## src/rtl/tpu_rstation_mq.sv

```systemverilog
// tpu_rstation_mq: coprocessor reservation station with three in-order issue
// queues (LOAD, TMMA, STORE) and a single-entry cop response register.
// Optional feature macro TPU_RS_ORDER_EN: TMMA entries wait until every LOAD
// that was queued ahead of them has issued.
module tpu_rstation_mq #(
  parameter int unsigned XLEN  = 64,
  parameter int unsigned AW    = 64,
  parameter int unsigned DEPTH = 4,
  parameter int unsigned CFG_W = 8
) (
  input  logic                 clk,
  input  logic                 rst_n,
  input  logic                 cpu_tpu_req_vld_i,
  output logic                 cpu_tpu_req_rdy_o,
  input  logic [31:0]          cpu_tpu_req_insn_i,
  input  logic [XLEN-1:0]      cpu_tpu_req_rs1_data_i,
  input  logic [XLEN-1:0]      cpu_tpu_req_rs2_data_i,
  input  logic [XLEN-1:0]      cpu_tpu_req_rs3_data_i,
  output logic                 cpu_tpu_resp_vld_o,
  input  logic                 cpu_tpu_resp_rdy_i,
  output logic [XLEN-1:0]      cpu_tpu_resp_data_o,
  output logic [2:0]           issue_valid_o,
  input  logic [2:0]           issue_ready_i,
  output logic [8:0]           issue_type_o,
  output logic [3*AW-1:0]      issue_addr0_o,
  output logic [3*AW-1:0]      issue_addr1_o,
  output logic [3*CFG_W-1:0]   issue_cfg_o
);

  localparam int unsigned PW = $clog2(DEPTH);
  localparam int unsigned CW = PW + 1;
  localparam int unsigned NQ = 3;

  typedef enum logic [2:0] {
    F_TLOAD      = 3'd0,
    F_PRELOADC   = 3'd1,
    F_TMMA       = 3'd2,
    F_POSTSTOREC = 3'd3,
    F_PRELOADA   = 3'd4,
    F_TSTORE     = 3'd5,
    F_ILLEGAL    = 3'd6,
    F_TSTAT      = 3'd7
  } func3_e;

  func3_e           f3;
  logic [NQ-1:0]    tgt;
  logic             is_rsp;
  logic [NQ-1:0]    full;
  logic [NQ-1:0]    empty;
  logic [NQ-1:0]    head_ok;
  logic [NQ-1:0]    push;
  logic [NQ-1:0]    pop;
  logic [NQ*CW-1:0] cnt_all;
  logic             req_hs;
  logic             rsp_load;
  logic             resp_vld_q;
  logic [XLEN-1:0]  resp_data_q;
  logic [XLEN-1:0]  stat_data;
  logic [7:0]       ld_cnt8, tm_cnt8, st_cnt8;

  // Decode func3 into a one-hot target queue or a response-only instruction
  always_comb begin
    f3     = func3_e'(cpu_tpu_req_insn_i[14:12]);
    tgt    = '0;
    is_rsp = 1'b0;
    case (f3)
      F_TLOAD:                                      tgt = 3'b001;
      F_PRELOADC, F_TMMA, F_POSTSTOREC, F_PRELOADA: tgt = 3'b010;
      F_TSTORE:                                     tgt = 3'b100;
      default:                                      is_rsp = 1'b1;
    endcase
  end

  // Ready looks only at registered occupancy, so a same-cycle pop never frees a slot early
  assign cpu_tpu_req_rdy_o = is_rsp ? ~resp_vld_q : |(tgt & ~full);
  assign req_hs            = cpu_tpu_req_vld_i & cpu_tpu_req_rdy_o;
  assign push              = tgt & {NQ{req_hs}};
  assign rsp_load          = req_hs & is_rsp;
  assign pop               = issue_valid_o & issue_ready_i;

  for (genvar q = 0; q < NQ; q++) begin : g_q
    logic [2:0]       typ_mem [DEPTH];
    logic [AW-1:0]    a0_mem  [DEPTH];
    logic [AW-1:0]    a1_mem  [DEPTH];
    logic [CFG_W-1:0] cfg_mem [DEPTH];
    logic [CW-1:0]    wr_q, rd_q, cnt_q;
    logic [PW-1:0]    wa, ra;

    assign wa       = wr_q[PW-1:0];
    assign ra       = rd_q[PW-1:0];
    assign full[q]  = (wa == ra) && (wr_q[PW] != rd_q[PW]);
    assign empty[q] = (wr_q == rd_q);
    assign cnt_all[q*CW +: CW] = cnt_q;

    // Pointer (index plus wrap bit) and occupancy count maintenance
    always_ff @(posedge clk or negedge rst_n) begin
      if (!rst_n) begin
        wr_q  <= '0;
        rd_q  <= '0;
        cnt_q <= '0;
      end else begin
        if (push[q]) wr_q <= wr_q + 1'b1;
        if (pop[q])  rd_q <= rd_q + 1'b1;
        cnt_q <= cnt_q + CW'(push[q]) - CW'(pop[q]);
      end
    end

    // Entry storage written on push; contents only matter while occupied
    always_ff @(posedge clk) begin
      if (push[q]) begin
        typ_mem[wa] <= cpu_tpu_req_insn_i[14:12];
        a0_mem[wa]  <= cpu_tpu_req_rs1_data_i[AW-1:0];
        a1_mem[wa]  <= cpu_tpu_req_rs2_data_i[AW-1:0];
        cfg_mem[wa] <= cpu_tpu_req_rs3_data_i[CFG_W-1:0];
      end
    end

    assign issue_valid_o[q]            = ~empty[q] & head_ok[q];
    assign issue_type_o[3*q +: 3]      = typ_mem[ra];
    assign issue_addr0_o[q*AW +: AW]   = a0_mem[ra];
    assign issue_addr1_o[q*AW +: AW]   = a1_mem[ra];
    assign issue_cfg_o[q*CFG_W +: CFG_W] = cfg_mem[ra];

`ifdef TPU_RS_ORDER_EN
    if (q == 1) begin : g_ord
      logic [CW-1:0] la_mem [DEPTH];
      logic [CW-1:0] la_push;

      // A LOAD leaving in the push cycle is already accounted for here
      assign la_push = cnt_all[0 +: CW] - CW'(pop[0]);

      // Track LOADs still ahead of each TMMA entry; unoccupied slots may
      // decrement harmlessly because a push overwrites them
      always_ff @(posedge clk or negedge rst_n) begin
        if (!rst_n) begin
          for (int unsigned i = 0; i < DEPTH; i++) la_mem[i] <= '0;
        end else begin
          for (int unsigned i = 0; i < DEPTH; i++) begin
            if (push[1] && (wa == PW'(i)))
              la_mem[i] <= la_push;
            else if (pop[0] && (la_mem[i] != '0))
              la_mem[i] <= la_mem[i] - 1'b1;
          end
        end
      end

      assign head_ok[q] = (la_mem[ra] == '0);
    end else begin : g_no_ord
      assign head_ok[q] = 1'b1;
    end
`else
    assign head_ok[q] = 1'b1;
`endif
  end

  assign ld_cnt8   = 8'(cnt_all[0*CW +: CW]);
  assign tm_cnt8   = 8'(cnt_all[1*CW +: CW]);
  assign st_cnt8   = 8'(cnt_all[2*CW +: CW]);
  assign stat_data = XLEN'({st_cnt8, tm_cnt8, ld_cnt8});

  // Single-entry response register: loaded on TSTAT/illegal accept, freed on resp handshake
  always_ff @(posedge clk or negedge rst_n) begin
    if (!rst_n) begin
      resp_vld_q  <= 1'b0;
      resp_data_q <= '0;
    end else if (rsp_load) begin
      resp_vld_q  <= 1'b1;
      resp_data_q <= (f3 == F_TSTAT) ? stat_data : '1;
    end else if (resp_vld_q && cpu_tpu_resp_rdy_i) begin
      resp_vld_q  <= 1'b0;
    end
  end

  assign cpu_tpu_resp_vld_o  = resp_vld_q;
  assign cpu_tpu_resp_data_o = resp_data_q;

  logic unused_req_bits;
  assign unused_req_bits = ^{cpu_tpu_req_insn_i[31:15], cpu_tpu_req_insn_i[11:0],
                             cpu_tpu_req_rs3_data_i[XLEN-1:CFG_W]};

  if (AW < XLEN) begin : g_addr_trunc
    logic unused_addr_bits;
    assign unused_addr_bits = ^{cpu_tpu_req_rs1_data_i[XLEN-1:AW],
                                cpu_tpu_req_rs2_data_i[XLEN-1:AW]};
  end

endmodule

```

## config.mk

```make
export PLATFORM = sky130hd
export DESIGN_NAME = tpu_rstation_mq
export DESIGN_NICKNAME = d
export VERILOG_FILES = /design/src/rtl/tpu_rstation_mq.sv
export SDC_FILE = /design/constraint.sdc
export NUM_CORES = 1
export LEC_CHECK = 0
export CAP_MARGIN = 20
export CORE_UTILIZATION = 50
export CTS_CLUSTER_DIAMETER = 100
export DETAILED_ROUTE_END_ITERATION = 12
export GPL_TIMING_DRIVEN = 0
export HOLD_SLACK_MARGIN = 0.02
export PLACE_DENSITY = 0.74
export SLEW_MARGIN = 20
export SYNTH_ARGS = -nofsm -noshare
export SYNTH_HDL_FRONTEND = slang
export SYNTH_SLANG_ARGS = --single-unit
export TNS_END_PERCENT = 1
```

## constraint.sdc

```tcl
create_clock -name clk -period 5.6 [get_ports clk]
set_clock_uncertainty 0.2 [all_clocks]
set_input_delay 1.4 -clock clk [delete_from_list [all_inputs] [get_ports clk]]
set_output_delay 1.4 -clock clk [all_outputs]
set_load 0.02 [all_outputs]
```

==> results of run 1 <==
==> per-layer routing <==
layer	wire length (um)	vias up	GRT usage (%)
met3	16300	267	8.12
met5	105	-	0
met2	77600	1476	40.0
li1	-	12100	-
met1	54900	15600	29.8
met4	4340	18	8.06
==> cells by family after synthesis <==
family                   synth area share [%]
AO/OA/AOI/OAI                           0.283
XOR/XNOR                                0.534
adder cells (fa/ha/maj)                 0.514
buffers and inverters                    1.90
flip-flops                               81.3
multiplexers                             15.0
AND/OR/NAND/NOR                         0.480
==> final timing paths <==
path	cells past startpoint	end
hold / removal	1	cpu_tpu_resp_data_o[0]
max in group asynchronous	2	g_q[2].wr_q[0]
hold reg to reg	1	cpu_tpu_resp_data_o[0]
setup / recovery	6	cpu_tpu_req_rdy_o
setup reg to reg	6	g_q[1].a1_mem[3][28]
min in group asynchronous	1	cpu_tpu_resp_data_o[8]
==> cell type report <==
class | instances | area [sq um] | share of cell area (%)
antenna | 6 | 15.0 | 0.0193
buffer | 153 | 1110 | 1.42
clock buffer | 208 | 4410 | 5.66
clock inverter | 97 | 1090 | 1.40
inverter | 23 | 86.3 | 0.111
multi-input combinational | 544 | 10600 | 13.6
sequential | 1706 | 51000 | 65.6
tap | 1637 | 2050 | 2.63
timing repair buffer | 676 | 7440 | 9.55
==> metrics by stage <==
stage | hold slack [ps] | std cells | area [sq um] | TNS [ps] | setup slack [ps]
CTS | 279 | 5044 | 77800 | 0 | 177
finish | 275 | 5050 | 77800 | 0 | 96.1
detailed placement | 266 | 4739 | 72300 | -62.5 | -62.5
global placement | 268 | 4694 | 71200 | -6671600 | -4790
global route | 306 | 5048 | 77800 | 0 | 44.0
floorplan | 246 | 2426 | 62800 | -176960 | -168
==> registers in the layout (all words and copies together) (netlist names) <==
name                 cells
cpu_tpu_resp_data_o     10
cpu_tpu_resp_vld_o       1
g_q.a0_mem             768
g_q.a1_mem             768
g_q.cfg_mem             96
g_q.cnt_q                9
g_q.rd_q                 9
g_q.typ_mem             36
g_q.wr_q                 9
==> power by group <==
group / total [mW] / internal [mW] / leakage, nW / switching [mW]
registers: 15.3 / 15.0 / 15.5 / 0.310
logic: 14.5 / 6.63 / 6.92 / 7.84
clock network: 11.2 / 6.45 / 2.67 / 4.74
total: 41.0 / 28.1 / 25.1 / 12.9
==> placed cells by master (no fill, tap or decap), types with 10 or more instances in the layout <==
| cell | count |
|---|---|
| sky130_fd_sc_hd__buf_12 | 15 |
| sky130_fd_sc_hd__mux4_2 | 417 |
| sky130_fd_sc_hd__buf_6 | 35 |
| sky130_fd_sc_hd__edfxtp_1 | 1668 |
| sky130_fd_sc_hd__buf_4 | 56 |
| sky130_fd_sc_hd__clkdlybuf4s50_1 | 629 |
| sky130_fd_sc_hd__buf_16 | 30 |
| sky130_fd_sc_hd__clkbuf_1 | 47 |
| sky130_fd_sc_hd__ha_1 | 21 |
| sky130_fd_sc_hd__xnor2_1 | 15 |
| sky130_fd_sc_hd__clkbuf_16 | 169 |
| sky130_fd_sc_hd__dfrtp_1 | 37 |
| sky130_fd_sc_hd__clkinv_2 | 29 |
| sky130_fd_sc_hd__bufinv_16 | 18 |
| sky130_fd_sc_hd__inv_1 | 23 |
| sky130_fd_sc_hd__buf_2 | 49 |
| sky130_fd_sc_hd__nand2_1 | 10 |
| sky130_fd_sc_hd__clkinv_1 | 28 |
| sky130_fd_sc_hd__and3_4 | 13 |
==> flow_summary.html, run 1 <==
<table>
<tr><th>Metric</th><th>Value</th></tr>
<tr><th colspan="2">Pwr</th></tr>
<tr><td>Reported leakage power</td><td>25.1 nW</td></tr>
<tr><td>PD cells</td><td>526 nW/um^2</td></tr>
<tr><td>Final total power</td><td>41.0 mW</td></tr>
<tr><td>Worst-case vdd ir drop</td><td>0.415 mV</td></tr>
<tr><th colspan="2">Timing</th></tr>
<tr><td>Top achievable clock speed</td><td>182 MHz</td></tr>
<tr><td>Number of endpoints with negative hold slack in the final report</td><td>0</td></tr>
<tr><td>Slew of the pin with the lowest slew margin</td><td>969 ps</td></tr>
<tr><td>Max_slew headroom</td><td>35.4%</td></tr>
<tr><td>Final Setup Violations</td><td>0</td></tr>
<tr><td>Shortest period the worst path allows</td><td>5500 ps</td></tr>
<tr><td>Max-slew violation count</td><td>0</td></tr>
<tr><td>Share of the clock period used by the worst path</td><td>98.3%</td></tr>
<tr><td>RSZ-0062 raised after global routing</td><td>no</td></tr>
<tr><th colspan="2">Synth</th></tr>
<tr><td>Number of instances in the synthesized netlist</td><td>2426</td></tr>
<tr><td>Cell Area, Synth</td><td>62800 sq um</td></tr>
<tr><td>Post-synth EDFFs</td><td>1668</td></tr>
<tr><td>List of most frequent post-synthesis cells</td><td>1668 x sky130_fd_sc_hd__edfxtp_1, 417 x sky130_fd_sc_hd__mux4_2, 56 x sky130_fd_sc_hd__buf_4</td></tr>
<tr><td>Cell type with the highest aggregate area in the netlist</td><td>sky130_fd_sc_hd__edfxtp_1</td></tr>
<tr><td>Count of yosys warnings during synthesis</td><td>0</td></tr>
<tr><td>Library cells used by synthesis</td><td>39</td></tr>
<tr><td>Avg Cell Area, Syn</td><td>25.9 sq um</td></tr>
<tr><td>Net count after synthesis</td><td>2681</td></tr>
<tr><td>Most repeated cell in the gate-level netlist after synthesis</td><td>sky130_fd_sc_hd__edfxtp_1</td></tr>
<tr><td>Dominant synthesized flop cell</td><td>sky130_fd_sc_hd__edfxtp_1</td></tr>
<tr><td>Dominant cells by area after synthesis</td><td>sky130_fd_sc_hd__edfxtp_1 80%, sky130_fd_sc_hd__mux4_2 15%, sky130_fd_sc_hd__dfrtp_1 1.5%</td></tr>
<tr><td>Flops &amp; latches, synth</td><td>1706</td></tr>
<tr><td>Sequential fraction of the synthesis area</td><td>81.3%</td></tr>
<tr><td>Area share of the leading cell type in the synthesized netlist</td><td>79.8%</td></tr>
<tr><td>FFs w/ async S/R, synth</td><td>2.23%</td></tr>
<tr><th colspan="2">Die</th></tr>
<tr><td>Starting Density</td><td>50.6%</td></tr>
<tr><td>Row Count</td><td>129</td></tr>
<tr><td>Die height</td><td>356 um</td></tr>
<tr><td>Total die area</td><td>127000 sq um</td></tr>
<tr><td>Die X-Extent</td><td>356 um</td></tr>
<tr><td>Core Footprint</td><td>124000 sq um</td></tr>
<tr><td>I/O pins</td><td>717</td></tr>
<tr><th colspan="2">Hold path</th></tr>
<tr><td>Origin of the worst min-delay path</td><td>cpu_tpu_resp_data_o[0]</td></tr>
<tr><td>Worst hold-check path type</td><td>reg -&gt; reg</td></tr>
<tr><th colspan="2">Placement</th></tr>
<tr><td>RePlAce Congestion</td><td>0.746</td></tr>
<tr><td>Input/output buffers</td><td>631</td></tr>
<tr><td>Half-perimeter wire length after placement</td><td>93.8 mm</td></tr>
<tr><th colspan="2">Detailed routing</th></tr>
<tr><td>DRC Markers</td><td>0</td></tr>
<tr><td>Routed wire length</td><td>153 mm</td></tr>
<tr><td>Via/cell ratio</td><td>5.82</td></tr>
<tr><td>Vias</td><td>29400</td></tr>
<tr><td>Post-detailed-route count of antenna-violating nets</td><td>0</td></tr>
<tr><td>Wire length per cell</td><td>30.3 um</td></tr>
<tr><td>Detailed Route Iter0 Violations</td><td>2881</td></tr>
<tr><td>Drt pass-1 iters</td><td>5</td></tr>
<tr><th colspan="2">Clocking</th></tr>
<tr><td>Buffer type at the clock tree root</td><td>sky130_fd_sc_hd__clkbuf_16</td></tr>
<tr><td>Clock transition at the register clock pins on the worst setup and hold paths after CTS</td><td>60 ps</td></tr>
<tr><td>Worst-Skew Late Latency</td><td>800 ps</td></tr>
<tr><td>Maximum number of buffers from clock root to sink</td><td>3</td></tr>
<tr><td>CTS buffer count</td><td>166</td></tr>
<tr><td>Post-cts hold buffer count</td><td>0</td></tr>
<tr><td>Count of H-tree levels built during CTS</td><td>4</td></tr>
<tr><td>Number of resized instances in the post-cts repair step</td><td>1</td></tr>
<tr><td>CTS tree</td><td>done</td></tr>
<tr><td>Number of buffers inserted by post-CTS setup repair</td><td>0</td></tr>
<tr><td>Total clock sinks</td><td>1706</td></tr>
<tr><th colspan="2">Critical path</th></tr>
<tr><td>Maximum single-stage delay on the critical path</td><td>770 ps</td></tr>
<tr><td>RR Startpoint</td><td>g_q[1].rd_q[1]</td></tr>
<tr><td>Required time at the worst-slack endpoint</td><td>4000 ps</td></tr>
<tr><td>Kind of end point of the critical path</td><td>output pin</td></tr>
<tr><td>CP max stage cell</td><td>sky130_fd_sc_hd__clkdlybuf4s50_1</td></tr>
<tr><td>Top cell family by delay on the critical path</td><td>buffers and inverters</td></tr>
<tr><td>Startpoint type of the worst setup path</td><td>input pin</td></tr>
<tr><td>List of cells traversed by the critical path</td><td>dlygate4sd2_1 &gt; inv_1 &gt; nand4_2 &gt; o21ai_0 &gt; o311ai_1 &gt; clkdlybuf4s50_1</td></tr>
<tr><td>Critical path type</td><td>in -&gt; out</td></tr>
<tr><td>Worst-path maximum fanout</td><td>20</td></tr>
<tr><td>Number of buffers and inverters on the critical path</td><td>3</td></tr>
<tr><td>Start point of the critical path</td><td>cpu_tpu_req_insn_i[14]</td></tr>
<tr><td>Data arrival at the endpoint of the critical path</td><td>3900 ps</td></tr>
<tr><td>Worst-case register-to-register setup slack</td><td>2720 ps</td></tr>
<tr><th colspan="2">Global routing</th></tr>
<tr><td>Initial antenna violation count</td><td>16</td></tr>
<tr><td>Aggregate global routing overflow</td><td>0</td></tr>
<tr><td>Maximum number of pins on one net before global-route repair</td><td>57</td></tr>
<tr><td>Global-route wire length before repair</td><td>216 mm</td></tr>
<tr><td>Vias in the first global route</td><td>30600</td></tr>
<tr><td>Total routing usage reported by global routing</td><td>24.1%</td></tr>
<tr><th colspan="2">Final layout</th></tr>
<tr><td>Fill cells</td><td>7945</td></tr>
<tr><td>Area Overhead vs Synth</td><td>24.0%</td></tr>
<tr><td>Layout cell share with drive strength beyond 1</td><td>25.6%</td></tr>
<tr><td>Final standard cell utilization of the core</td><td>62.7%</td></tr>
<tr><td>Net count of the finished layout</td><td>3525</td></tr>
<tr><th colspan="2">Flow run</th></tr>
<tr><td>Max capacitance violation total</td><td>0</td></tr>
<tr><th colspan="2">Outcome</th></tr>
<tr><td>Run status</td><td>finished, final reports clean</td></tr>
</table>
Note: power is estimated with default switching activity, not from simulation.
==> run 2, diff against run 1 <==
Settings changed: CELL_PAD_IN_SITES_DETAIL_PLACEMENT from default to 1, CELL_PAD_IN_SITES_GLOBAL_PLACEMENT from default to 2, CORE_UTILIZATION 50 to 45, PLACE_DENSITY 0.74 to 0.82.
==> flow_summary.html, run 2 (synthesized netlist as in run 1, its figures left out) <==
<table>
<tr><th>Metric</th><th>Value</th></tr>
<tr><th colspan="2">Outcome</th></tr>
<tr><td>Run status</td><td>finished, final reports clean (unchanged)</td></tr>
<tr><th colspan="2">Timing</th></tr>
<tr><td>Final Setup Violations</td><td>0 (unchanged)</td></tr>
<tr><td>Number of endpoints with negative hold slack in the final report</td><td>0 (unchanged)</td></tr>
<tr><td>RSZ-0062 raised after global routing</td><td>no (unchanged)</td></tr>
<tr><td>Slew of the pin with the lowest slew margin</td><td>1010 ps (was 969 ps)</td></tr>
<tr><td>Shortest period the worst path allows</td><td>5310 ps (was 5500 ps)</td></tr>
<tr><td>Setup slack after layout</td><td>294 ps (was 96.1 ps)</td></tr>
<tr><td>Max-slew violation count</td><td>0 (unchanged)</td></tr>
<tr><td>Max_slew headroom</td><td>32.5% (was 35.4%)</td></tr>
<tr><td>Top achievable clock speed</td><td>188 MHz (was 182 MHz)</td></tr>
<tr><td>Post-Route Hold Slack</td><td>258 ps (was 275 ps)</td></tr>
<tr><td>Share of the clock period used by the worst path</td><td>94.8% (was 98.3%)</td></tr>
<tr><th colspan="2">Final layout</th></tr>
<tr><td>Commonest cells after routing, fill and taps aside</td><td>1668 x sky130_fd_sc_hd__edfxtp_1, 628 x sky130_fd_sc_hd__clkdlybuf4s50_1, 417 x sky130_fd_sc_hd__mux4_2 (was 1668 x sky130_fd_sc_hd__edfxtp_1, 629 x sky130_fd_sc_hd__clkdlybuf4s50_1, 417 x sky130_fd_sc_hd__mux4_2)</td></tr>
<tr><td>Largest regs</td><td>g_q.a0_mem x768, g_q.a1_mem x768, g_q.cfg_mem x96 (unchanged)</td></tr>
<tr><td>Area Overhead vs Synth</td><td>24.7% (was 24.0%)</td></tr>
<tr><td>Commonest non-fill, non-tap cell in the layout</td><td>sky130_fd_sc_hd__edfxtp_1 (unchanged)</td></tr>
<tr><td>Layout cell share with drive strength beyond 1</td><td>25.6% (about the same)</td></tr>
<tr><td>Fill cells</td><td>11400 (was 7945)</td></tr>
<tr><td>Net count of the finished layout</td><td>3540 (was 3525)</td></tr>
<tr><th colspan="2">Detailed routing</th></tr>
<tr><td>DRC Markers</td><td>0 (unchanged)</td></tr>
<tr><td>Wire length per cell</td><td>31.5 um (was 30.3 um)</td></tr>
<tr><td>Vias</td><td>29400 (about the same)</td></tr>
<tr><td>Post-detailed-route count of antenna-violating nets</td><td>0 (unchanged)</td></tr>
<tr><td>Via/cell ratio</td><td>5.56 (was 5.82)</td></tr>
<tr><td>Drt pass-1 iters</td><td>5 (unchanged)</td></tr>
<tr><td>Routed wire length</td><td>167 mm (was 153 mm)</td></tr>
<tr><td>Detailed Route Iter0 Violations</td><td>2824 (was 2881)</td></tr>
<tr><th colspan="2">Global routing</th></tr>
<tr><td>Initial antenna violation count</td><td>23 (was 16)</td></tr>
<tr><td>Vias in the first global route</td><td>31500 (was 30600)</td></tr>
<tr><td>Aggregate global routing overflow</td><td>0 (unchanged)</td></tr>
<tr><td>Global-route wire length before repair</td><td>234 mm (was 216 mm)</td></tr>
<tr><td>Maximum number of pins on one net before global-route repair</td><td>39 (was 57)</td></tr>
<tr><td>Total routing usage reported by global routing</td><td>23.7% (was 24.1%)</td></tr>
<tr><th colspan="2">Die</th></tr>
<tr><td>Total die area</td><td>141000 sq um (was 127000 sq um)</td></tr>
<tr><td>Starting Density</td><td>45.5% (was 50.6%)</td></tr>
<tr><td>Die X-Extent</td><td>376 um (was 356 um)</td></tr>
<tr><td>Die height</td><td>376 um (was 356 um)</td></tr>
<tr><td>Row Count</td><td>136 (was 129)</td></tr>
<tr><td>Core Footprint</td><td>138000 sq um (was 124000 sq um)</td></tr>
<tr><td>I/O pins</td><td>717 (unchanged)</td></tr>
<tr><th colspan="2">Clocking</th></tr>
<tr><td>CTS buffer count</td><td>175 (was 166)</td></tr>
<tr><td>CTS tree</td><td>done (unchanged)</td></tr>
<tr><td>Worst-Skew Late Latency</td><td>810 ps (was 800 ps)</td></tr>
<tr><td>Buffer type at the clock tree root</td><td>sky130_fd_sc_hd__clkbuf_16 (unchanged)</td></tr>
<tr><td>Post-cts hold buffer count</td><td>0 (unchanged)</td></tr>
<tr><td>Maximum number of buffers from clock root to sink</td><td>3 (unchanged)</td></tr>
<tr><td>Total clock sinks</td><td>1706 (unchanged)</td></tr>
<tr><td>Clock transition at the register clock pins on the worst setup and hold paths after CTS</td><td>60 ps (about the same)</td></tr>
<tr><td>Count of H-tree levels built during CTS</td><td>4 (unchanged)</td></tr>
<tr><th colspan="2">Hold path</th></tr>
<tr><td>Worst hold-check path type</td><td>in -&gt; async (was reg -&gt; reg)</td></tr>
<tr><th colspan="2">Critical path</th></tr>
<tr><td>Top cell family by delay on the critical path</td><td>buffers and inverters (unchanged)</td></tr>
<tr><td>Startpoint type of the worst setup path</td><td>flop (was input pin)</td></tr>
<tr><td>Data arrival at the endpoint of the critical path</td><td>3710 ps (was 3900 ps)</td></tr>
<tr><td>Top cell by count, worst path</td><td>sky130_fd_sc_hd__buf_2</td></tr>
<tr><td>Maximum single-stage delay on the critical path</td><td>660 ps (was 770 ps)</td></tr>
<tr><td>Required time at the worst-slack endpoint</td><td>4000 ps (about the same)</td></tr>
<tr><td>Kind of end point of the critical path</td><td>output pin (unchanged)</td></tr>
<tr><td>Worst-path maximum fanout</td><td>10 (was 20)</td></tr>
<tr><td>Number of buffers and inverters on the critical path</td><td>4 (was 3)</td></tr>
<tr><td>List of cells traversed by the critical path</td><td>buf_2 &gt; buf_2 &gt; buf_2 &gt; mux4_2 &gt; clkdlybuf4s50_1 (was dlygate4sd2_1 &gt; inv_1 &gt; nand4_2 &gt; o21ai_0 &gt; o311ai_1 &gt; clkdlybuf4s50_1)</td></tr>
<tr><td>Critical path type</td><td>reg -&gt; out (was in -&gt; out)</td></tr>
<tr><td>CP max stage cell</td><td>sky130_fd_sc_hd__clkdlybuf4s50_1 (unchanged)</td></tr>
<tr><th colspan="2">Pwr</th></tr>
<tr><td>Reported leakage power</td><td>25.2 nW (was 25.1 nW)</td></tr>
<tr><td>PD cells</td><td>529 nW/um^2 (was 526 nW/um^2)</td></tr>
<tr><td>Worst-case vdd ir drop</td><td>0.362 mV (was 0.415 mV)</td></tr>
<tr><th colspan="2">Placement</th></tr>
<tr><td>Input/output buffers</td><td>631 (unchanged)</td></tr>
<tr><td>Pre-CTS setup slack</td><td>81.9 ps (was -62.5 ps)</td></tr>
<tr><td>RePlAce Congestion</td><td>0.741 (was 0.746)</td></tr>
<tr><td>Half-perimeter wire length after placement</td><td>105 mm (was 93.8 mm)</td></tr>
<tr><th colspan="2">Flow run</th></tr>
<tr><td>Max capacitance violation total</td><td>0 (unchanged)</td></tr>
</table>
==> run 2: through the flow <==
step / instance area (sq um) / TNS (ps) / instances / power, mW / util (%)
after floorplan: 62800 / -176960 / 2426 / 23.6 / -
after global placement: 71400 / -7345520 / 4920 / 30.3 / 51.8
after detailed placement: 72700 / 0 / 4971 / 30.5 / 52.7
after CTS: 78300 / 0 / 5287 / 41.9 / 56.7
after global routing: 78300 / 0 / 5289 / 42.7 / 56.7
final: 78300 / 0 / 5290 / 41.4 / 56.7
==> run 2: layout make-up <==
type | instances | area [sq um] | share of cell area, %
Antenna cell | 3 | 7.51 | 0.00959
Buffer | 153 | 1110 | 1.42
Clock buffer | 214 | 4660 | 5.95
Clock inverter | 102 | 878 | 1.12
Inverter | 23 | 86.3 | 0.110
Multi-Input combinational cell | 544 | 10600 | 13.6
Sequential cell | 1706 | 51000 | 65.2
Tap cell | 1863 | 2330 | 2.98
Timing Repair Buffer | 682 | 7570 | 9.67
==> run 2: path summary, 6_finish.rpt <==
check / from / endpoint / slack (ps) / depth (start not counted)
min in group clk: g_q[0].cnt_q[2] / g_q[0].cnt_q[2] / 280 / 1
worst min-delay path: rst_n / cpu_tpu_resp_data_o[0] / 260 / 1
worst max register to register: g_q[1].rd_q[1] / g_q[1].a1_mem[2][21] / 2520 / 7
max in group asynchronous: rst_n / g_q[1].rd_q[2] / 4490 / 2
worst max-delay path: g_q[1].rd_q[1] / issue_addr0_o[102] / 290 / 5
worst min register to register: g_q[0].cnt_q[2] / g_q[0].cnt_q[2] / 280 / 1
==> run 2: report_power, final <==
part | internal, mW | switching, mW | total [mW]
sequential | 15.0 | 0.299 | 15.3
clock | 6.43 | 4.84 | 11.3
combinational | 6.67 | 8.15 | 14.8
total | 28.1 | 13.3 | 41.4
==> run 2: metal layers <==
| metal | global-route usage (%) | part of all wire, % |
|---|---|---|
| met1 | 30.1 | 39 |
| met2 | 39.5 | 51 |
| met3 | 7.42 | 8.4 |
| met4 | 6.21 | 2.0 |
| met5 | 0 | 0.13 |
==> run 2: worst reg2reg max path, stage by stage (launching register included) <==
cell and delay, ps:
sky130_fd_sc_hd__dfrtp_1 400, sky130_fd_sc_hd__buf_2 230, sky130_fd_sc_hd__xnor2_4 210, sky130_fd_sc_hd__nand3b_4 160, sky130_fd_sc_hd__and3_4 640, sky130_fd_sc_hd__buf_12 310, sky130_fd_sc_hd__buf_12 280, sky130_fd_sc_hd__buf_12 270
==> run 2: timing repair <==
action	CTS	global route
gates resized for setup	0	2
endpoints found under the hold margin	0	0
buffers inserted	0	0
setup endpoints to repair	0	1
==> run 3, diff against run 2 <==
Settings changed: CTS_CLUSTER_DIAMETER 100 to default.
==> results of run 3 <==
The final DEF is identical to that of run 2; final timing and power are the same.
